### src/rtl/swerv_types.sv
//------------------------------------------------------------------------------
// swerv_types : shared types and constants for the DEC divide controller
// Revision    : 1.0
//------------------------------------------------------------------------------
`default_nettype none

package swerv_types;

    localparam int DIV_TIMEOUT_DEF = 40;
    localparam int DIV_XLEN_DEF    = 32;
    localparam int DIV_RW_DEF      = 5;

    typedef enum logic [1:0] {
        IDLE = 2'd0,
        RUN  = 2'd1,
        WB   = 2'd2
    } div_ctl_state_e;

    typedef struct packed {
        logic [DIV_RW_DEF-1:0]   rd;
        logic [DIV_XLEN_DEF-1:0] data;
    } div_wb_pkt_t;

endpackage

`default_nettype wire

### src/rtl/dec_div_ctl.sv
//------------------------------------------------------------------------------
// dec_div_ctl : decode-side divide initiator, in-flight tracker and GPR
//               writeback requester for the EXU divider
// Revision    : 1.0
//------------------------------------------------------------------------------
`default_nettype none

module dec_div_ctl
    import swerv_types::*;
#(
    parameter int XLEN        = 32,
    parameter int RW          = 5,
    parameter int DIV_TIMEOUT = DIV_TIMEOUT_DEF
) (
    input  logic            clk,
    input  logic            rst_l,
    input  logic            dec_div_valid_d,
    input  logic            dec_div_unsign_d,
    input  logic            dec_div_rem_d,
    input  logic [RW-1:0]   dec_div_rd_d,
    input  logic            lsu_freeze_dc3,
    input  logic            dec_tlu_flush_lower_wb,
    input  logic            exu_div_finish,
    input  logic [XLEN-1:0] exu_div_result,
    output logic            div_p_valid,
    output logic            div_p_unsign,
    output logic            div_p_rem,
    output logic            dec_i0_div_d,
    output logic            div_busy,
    output logic            div_rd_busy,
    output logic [RW-1:0]   div_rd,
    output logic            wb_div_req,
    output logic [RW-1:0]   wb_div_rd,
    output logic [XLEN-1:0] wb_div_data,
    input  logic            wb_div_gnt,
    output logic [1:0]      div_err
);

    localparam int             WDW     = $clog2(DIV_TIMEOUT);
    localparam logic [WDW-1:0] WD_LAST = WDW'(DIV_TIMEOUT - 1);
    localparam logic [WDW-1:0] WD_ONE  = WDW'(1);

    div_ctl_state_e  r_state;
    logic [WDW-1:0]  r_wdog;
    logic [RW-1:0]   r_div_rd;
    logic [RW-1:0]   r_wb_rd;
    logic [XLEN-1:0] r_wb_data;
    logic            r_wb_req;
    logic [1:0]      r_err;
    logic            w_issue;

    // The EXU samples the request alongside the D-stage operands, so no flop here.
    assign w_issue      = dec_div_valid_d & (r_state == IDLE) & ~lsu_freeze_dc3
                        & ~dec_tlu_flush_lower_wb;
    assign div_p_valid  = w_issue;
    assign div_p_unsign = w_issue & dec_div_unsign_d;
    assign div_p_rem    = w_issue & dec_div_rem_d;
    assign dec_i0_div_d = w_issue;

    assign div_busy    = (r_state != IDLE);
    assign div_rd_busy = (r_state == RUN) | (r_state == WB);
    assign div_rd      = r_div_rd;
    assign wb_div_req  = r_wb_req;
    assign wb_div_rd   = r_wb_rd;
    assign wb_div_data = r_wb_data;
    assign div_err     = r_err;

    always_ff @(posedge clk or negedge rst_l) begin
        if (!rst_l) begin
            r_state   <= IDLE;
            r_wdog    <= '0;
            r_div_rd  <= '0;
            r_wb_rd   <= '0;
            r_wb_data <= '0;
            r_wb_req  <= 1'b0;
            r_err     <= '0;
        end else begin
            case (r_state)
                IDLE: begin
                    if (exu_div_finish) r_err[1] <= 1'b1;
                    if (w_issue) begin
                        r_div_rd <= dec_div_rd_d;
                        r_wdog   <= '0;
                        r_state  <= RUN;
                    end
                end
                RUN: begin
                    if (r_wdog != '1) r_wdog <= r_wdog + WD_ONE;
                    // A flush kills the divide even if its result arrives this cycle.
                    if (dec_tlu_flush_lower_wb) begin
                        r_state <= IDLE;
                    end else if (exu_div_finish) begin
                        r_wb_data <= exu_div_result;
                        r_wb_rd   <= r_div_rd;
                        r_wb_req  <= 1'b1;
                        r_state   <= WB;
                    end else if (r_wdog == WD_LAST) begin
                        r_err[0] <= 1'b1;
                        r_state  <= IDLE;
                    end
                end
                WB: begin
                    // The result is architecturally complete here; flush is ignored.
                    if (exu_div_finish) r_err[1] <= 1'b1;
                    if (wb_div_gnt) begin
                        r_wb_req <= 1'b0;
                        r_state  <= IDLE;
                    end
                end
                default: r_state <= IDLE;
            endcase
        end
    end

endmodule

`default_nettype wire

### config.mk
export PLATFORM = sky130hd
export DESIGN_NAME = dec_div_ctl
export DESIGN_NICKNAME = d
export VERILOG_FILES = /design/src/rtl/swerv_types.sv /design/src/rtl/dec_div_ctl.sv
export SDC_FILE = /design/constraint.sdc
export NUM_CORES = 1
export LEC_CHECK = 0
export ABC_AREA = 1
export CAP_MARGIN = 20
export CORE_MARGIN = 2
export CORE_UTILIZATION = 42
export CTS_CLUSTER_DIAMETER = 100
export DETAILED_ROUTE_END_ITERATION = 7
export PLACE_DENSITY = 0.79
export SKIP_LAST_GASP = 1
export SLEW_MARGIN = 25
export SYNTH_ARGS = -nofsm -noshare
export SYNTH_HDL_FRONTEND = slang
export SYNTH_SLANG_ARGS = --single-unit
### constraint.sdc
create_clock -name clk -period 1.75 [get_ports clk]
set_clock_uncertainty 0.15 [all_clocks]
set_input_delay 0.175 -clock clk [delete_from_list [all_inputs] [get_ports clk]]
set_output_delay 0.175 -clock clk [all_outputs]
set_load 0.005 [all_outputs]
==> results of run 1 <==
synthesized netlist by cell type:
cell | count | share of area
o21ai_2 | 4 | 0.015
inv_1 | 19 | 0.031
buf_4 | 1 | 0.0033
nand3_1 | 7 | 0.015
a21oi_1 | 2 | 0.0044
ha_1 | 4 | 0.022
o21ai_1 | 7 | 0.015
nand3b_1 | 1 | 0.0033
o21bai_1 | 2 | 0.0065
o21ai_0 | 7 | 0.015
inv_2 | 1 | 0.0016
buf_2 | 5 | 0.011
dfrtp_1 | 53 | 0.58
nand4_1 | 2 | 0.0054
a21o_1 | 1 | 0.0033
buf_6 | 5 | 0.024
nor3_1 | 1 | 0.0022
inv_4 | 1 | 0.0027
nand2_2 | 5 | 0.014
nor2_1 | 8 | 0.013
nand2_1 | 128 | 0.21
nor2_2 | 2 | 0.0054
timing repair:
action                                  CTS  global route
pin swaps                                 1             2
gates resized for setup                  15            14
buffers inserted                          2             0
hold buffers                              1             0
endpoints found under the setup margin    6            35
endpoints found under the hold margin    53             0
stage by stage:
| step | worst slack [ps] | setup TNS (ps) | total power, mW |
|---|---|---|---|
| floorplan | 210 | 0 | 2.74 |
| global placement | -39.7 | -76.0 | 4.00 |
| detailed placement | -65.3 | -175 | 4.05 |
| CTS | -120 | -142 | 4.80 |
| global route | -37.3 | -37.3 | 5.15 |
| finish | 38.8 | 0 | 4.78 |
registers in the layout (all words and copies together) (netlist names):
| name | count |
|---|---|
| div_err | 2 |
| r_state | 2 |
| wb_div_rd | 5 |
| wb_div_data | 32 |
| div_rd | 5 |
| r_wdog | 6 |
| wb_div_req | 1 |
layout make-up:
type	count	area, µm²
fill	447	1730
sequential	53	1330
tap	70	87.6
timing repair buffer	108	1050
clock inverter	1	5.00
clock buffer	7	96.3
inverter	21	86.3
multi-input combinational	181	825
report_power, final:
group	leakage, nW	total [mW]	switching [mW]	internal, mW
Sequential	0.670	1.99	0.273	1.71
Clock	0.0542	0.728	0.370	0.358
Combinational	0.994	2.06	0.815	1.25
tightest hold or removal path: stages:
cell	delay, ps
dlygate4sd3_1	520
buf_2	120
buf_12	250
worst min-delay path by stage:
stage	to	start	slack [ps]
2_1_floorplan	div_err[0]$_DFFE_PN0P_	rst_l	-270
3_3_place_gp	div_rd[1]$_DFFE_PN0P_	rst_l	30
3_5_place_dp	wb_div_rd[3]$_DFFE_PN0N_	rst_l	40
4_1_cts	wb_div_data[14]$_DFFE_PN0N_	exu_div_result[14]	240
5_1_grt	wb_div_data[14]$_DFFE_PN0N_	exu_div_result[14]	250
6_report	wb_div_rd[3]$_DFFE_PN0N_	rst_l	230
metal layers:
layer,part of all wire,vias to the layer above
met5,0,-
met4,0.013,0
met3,0.061,6
met2,0.47,63
met1,0.46,893
li1,-,1016
logic make-up after synthesis:
kind of cell / after synthesis / synth area share
simple gates: 154 / 0.267
flops: 53 / 0.577
buf+inv: 32 / 0.0740
compound gates: 23 / 0.0599
fa+ha+maj: 4 / 0.0218
==> reports/qor.csv, run 1 <==
metric,value,unit
slew_viol_final,0,
fin_nets,420,
coreArea,0.00520,mm²
outcome,"complete, no violations",
startpoint_type,register,
hold_viol,0,
critical_path_class,reg -> out,
reg2reg_depth,8,
p_leak,1.72,nW
hp-class,in -> async,
finish.instance_area,0.00347,mm²
pwr_density_cell,1380,mW/mm²
ios,97,
ys_warn_count,0,
fin_crit,1710,ps
postRouteAntennaNets,0,
clk_path_buf_depth,2,
dp_cells,430,
critPathMaxFanout,5,
cp.required,1420,ps
drv_cap,0,
place_area,0.00333,mm²
use_met1,0.228,
start_util,0.442,
areaGrowthSynthToFinish,51.1,%
tightest_slew,278,ps
h-tree-depth,2,
cts_inserted_buffers,5,
cts.sinks,53,
use_met3,0.0453,
stdcell_count,441,
die-width,78.0,µm
wl_per_cell,11.7,µm
die_h,78.0,µm
gp_congestion,0.874,
dr.first_iter.drc_count,78,
reg2reg_from,r_state[0]$_DFFE_PN0P_,
slew_headroom,0.814,
worst_path_max_delay_cell,dfrtp_1,
rsz0062_at_grt,yes,
synth_area,0.00230,mm²
crit_path_end,dec_i0_div_d,
worstPathBufferInverterCount,5,
vdd_drop_max,0.000696,V
grt_overflow_total,0,
crit_top_cell,inv_2,
hpwl,3.66,mm
antenna_cells,0,
clk_latency,300,ps
use_met2,0.299,
layout_common_cells,"nand2_1, clkdlybuf4s50_1, dfrtp_1",
r2r_end,wb_div_rd[3]$_DFFE_PN0N_,
clkTransAtPathRegs,90,ps
final_util,0.667,
path_depth,8,
totalWireLength,5.15,mm
reg2reg_setup_slack,130,ps
synthCells,266,
synth_seq_cells,53,
grt_max_degree,54,
endpoint_kind,output port,
yosysSeqAreaShare,0.577,
track_usage,0.178,
dieArea,0.00608,mm²
holdWs,225,ps
num_vias,1978,
cts_root_buf,clkbuf_8,
finalCritPeriodShare,0.978,
grt_first_pass_wirelength,8.74,mm
clock.fmax,0.584,GHz
layout_commonest_cell,nand2_1,
viasPerCell,4.49,
path_cells,inv_2 > ha_4 > nand2_2 > inv_2 > nand2_2 > inv_2 > buf_6 > clkbuf_2,
crit_family,buffers and inverters,
drt-pass1-iter-count,4,
yosysUniqueCellTypes,22,
antenna_found_initial,0,
slowest_delay,400,ps
drive_above_1_share,0.119,
syn_area_per_cell,8.64,µm²
place.port_buffers,96,
setup-violations-final,0,
top_usage_layer,met2,
grt_pass1_vias,1954,
syn_nets,316,
cts_tree,done,
startpoint,r_state[1]$_DFFE_PN0P_,
critPathArrivalTime,1390,ps
drc_errors,0,
num_rows,26,
Note: power is estimated with default switching activity, not from simulation.
==> run 2, diff against run 1 <==
--- a/config.mk
+++ b/config.mk
@@ -6,6 +6,7 @@
 export NUM_CORES = 1
 export LEC_CHECK = 0
 export ABC_AREA = 1
+export ABC_CLOCK_PERIOD_IN_PS = 1750
 export CAP_MARGIN = 20
 export CORE_MARGIN = 2
 export CORE_UTILIZATION = 42
==> results of run 2 <==
Final layout, timing and power as in run 1 (identical DEF).
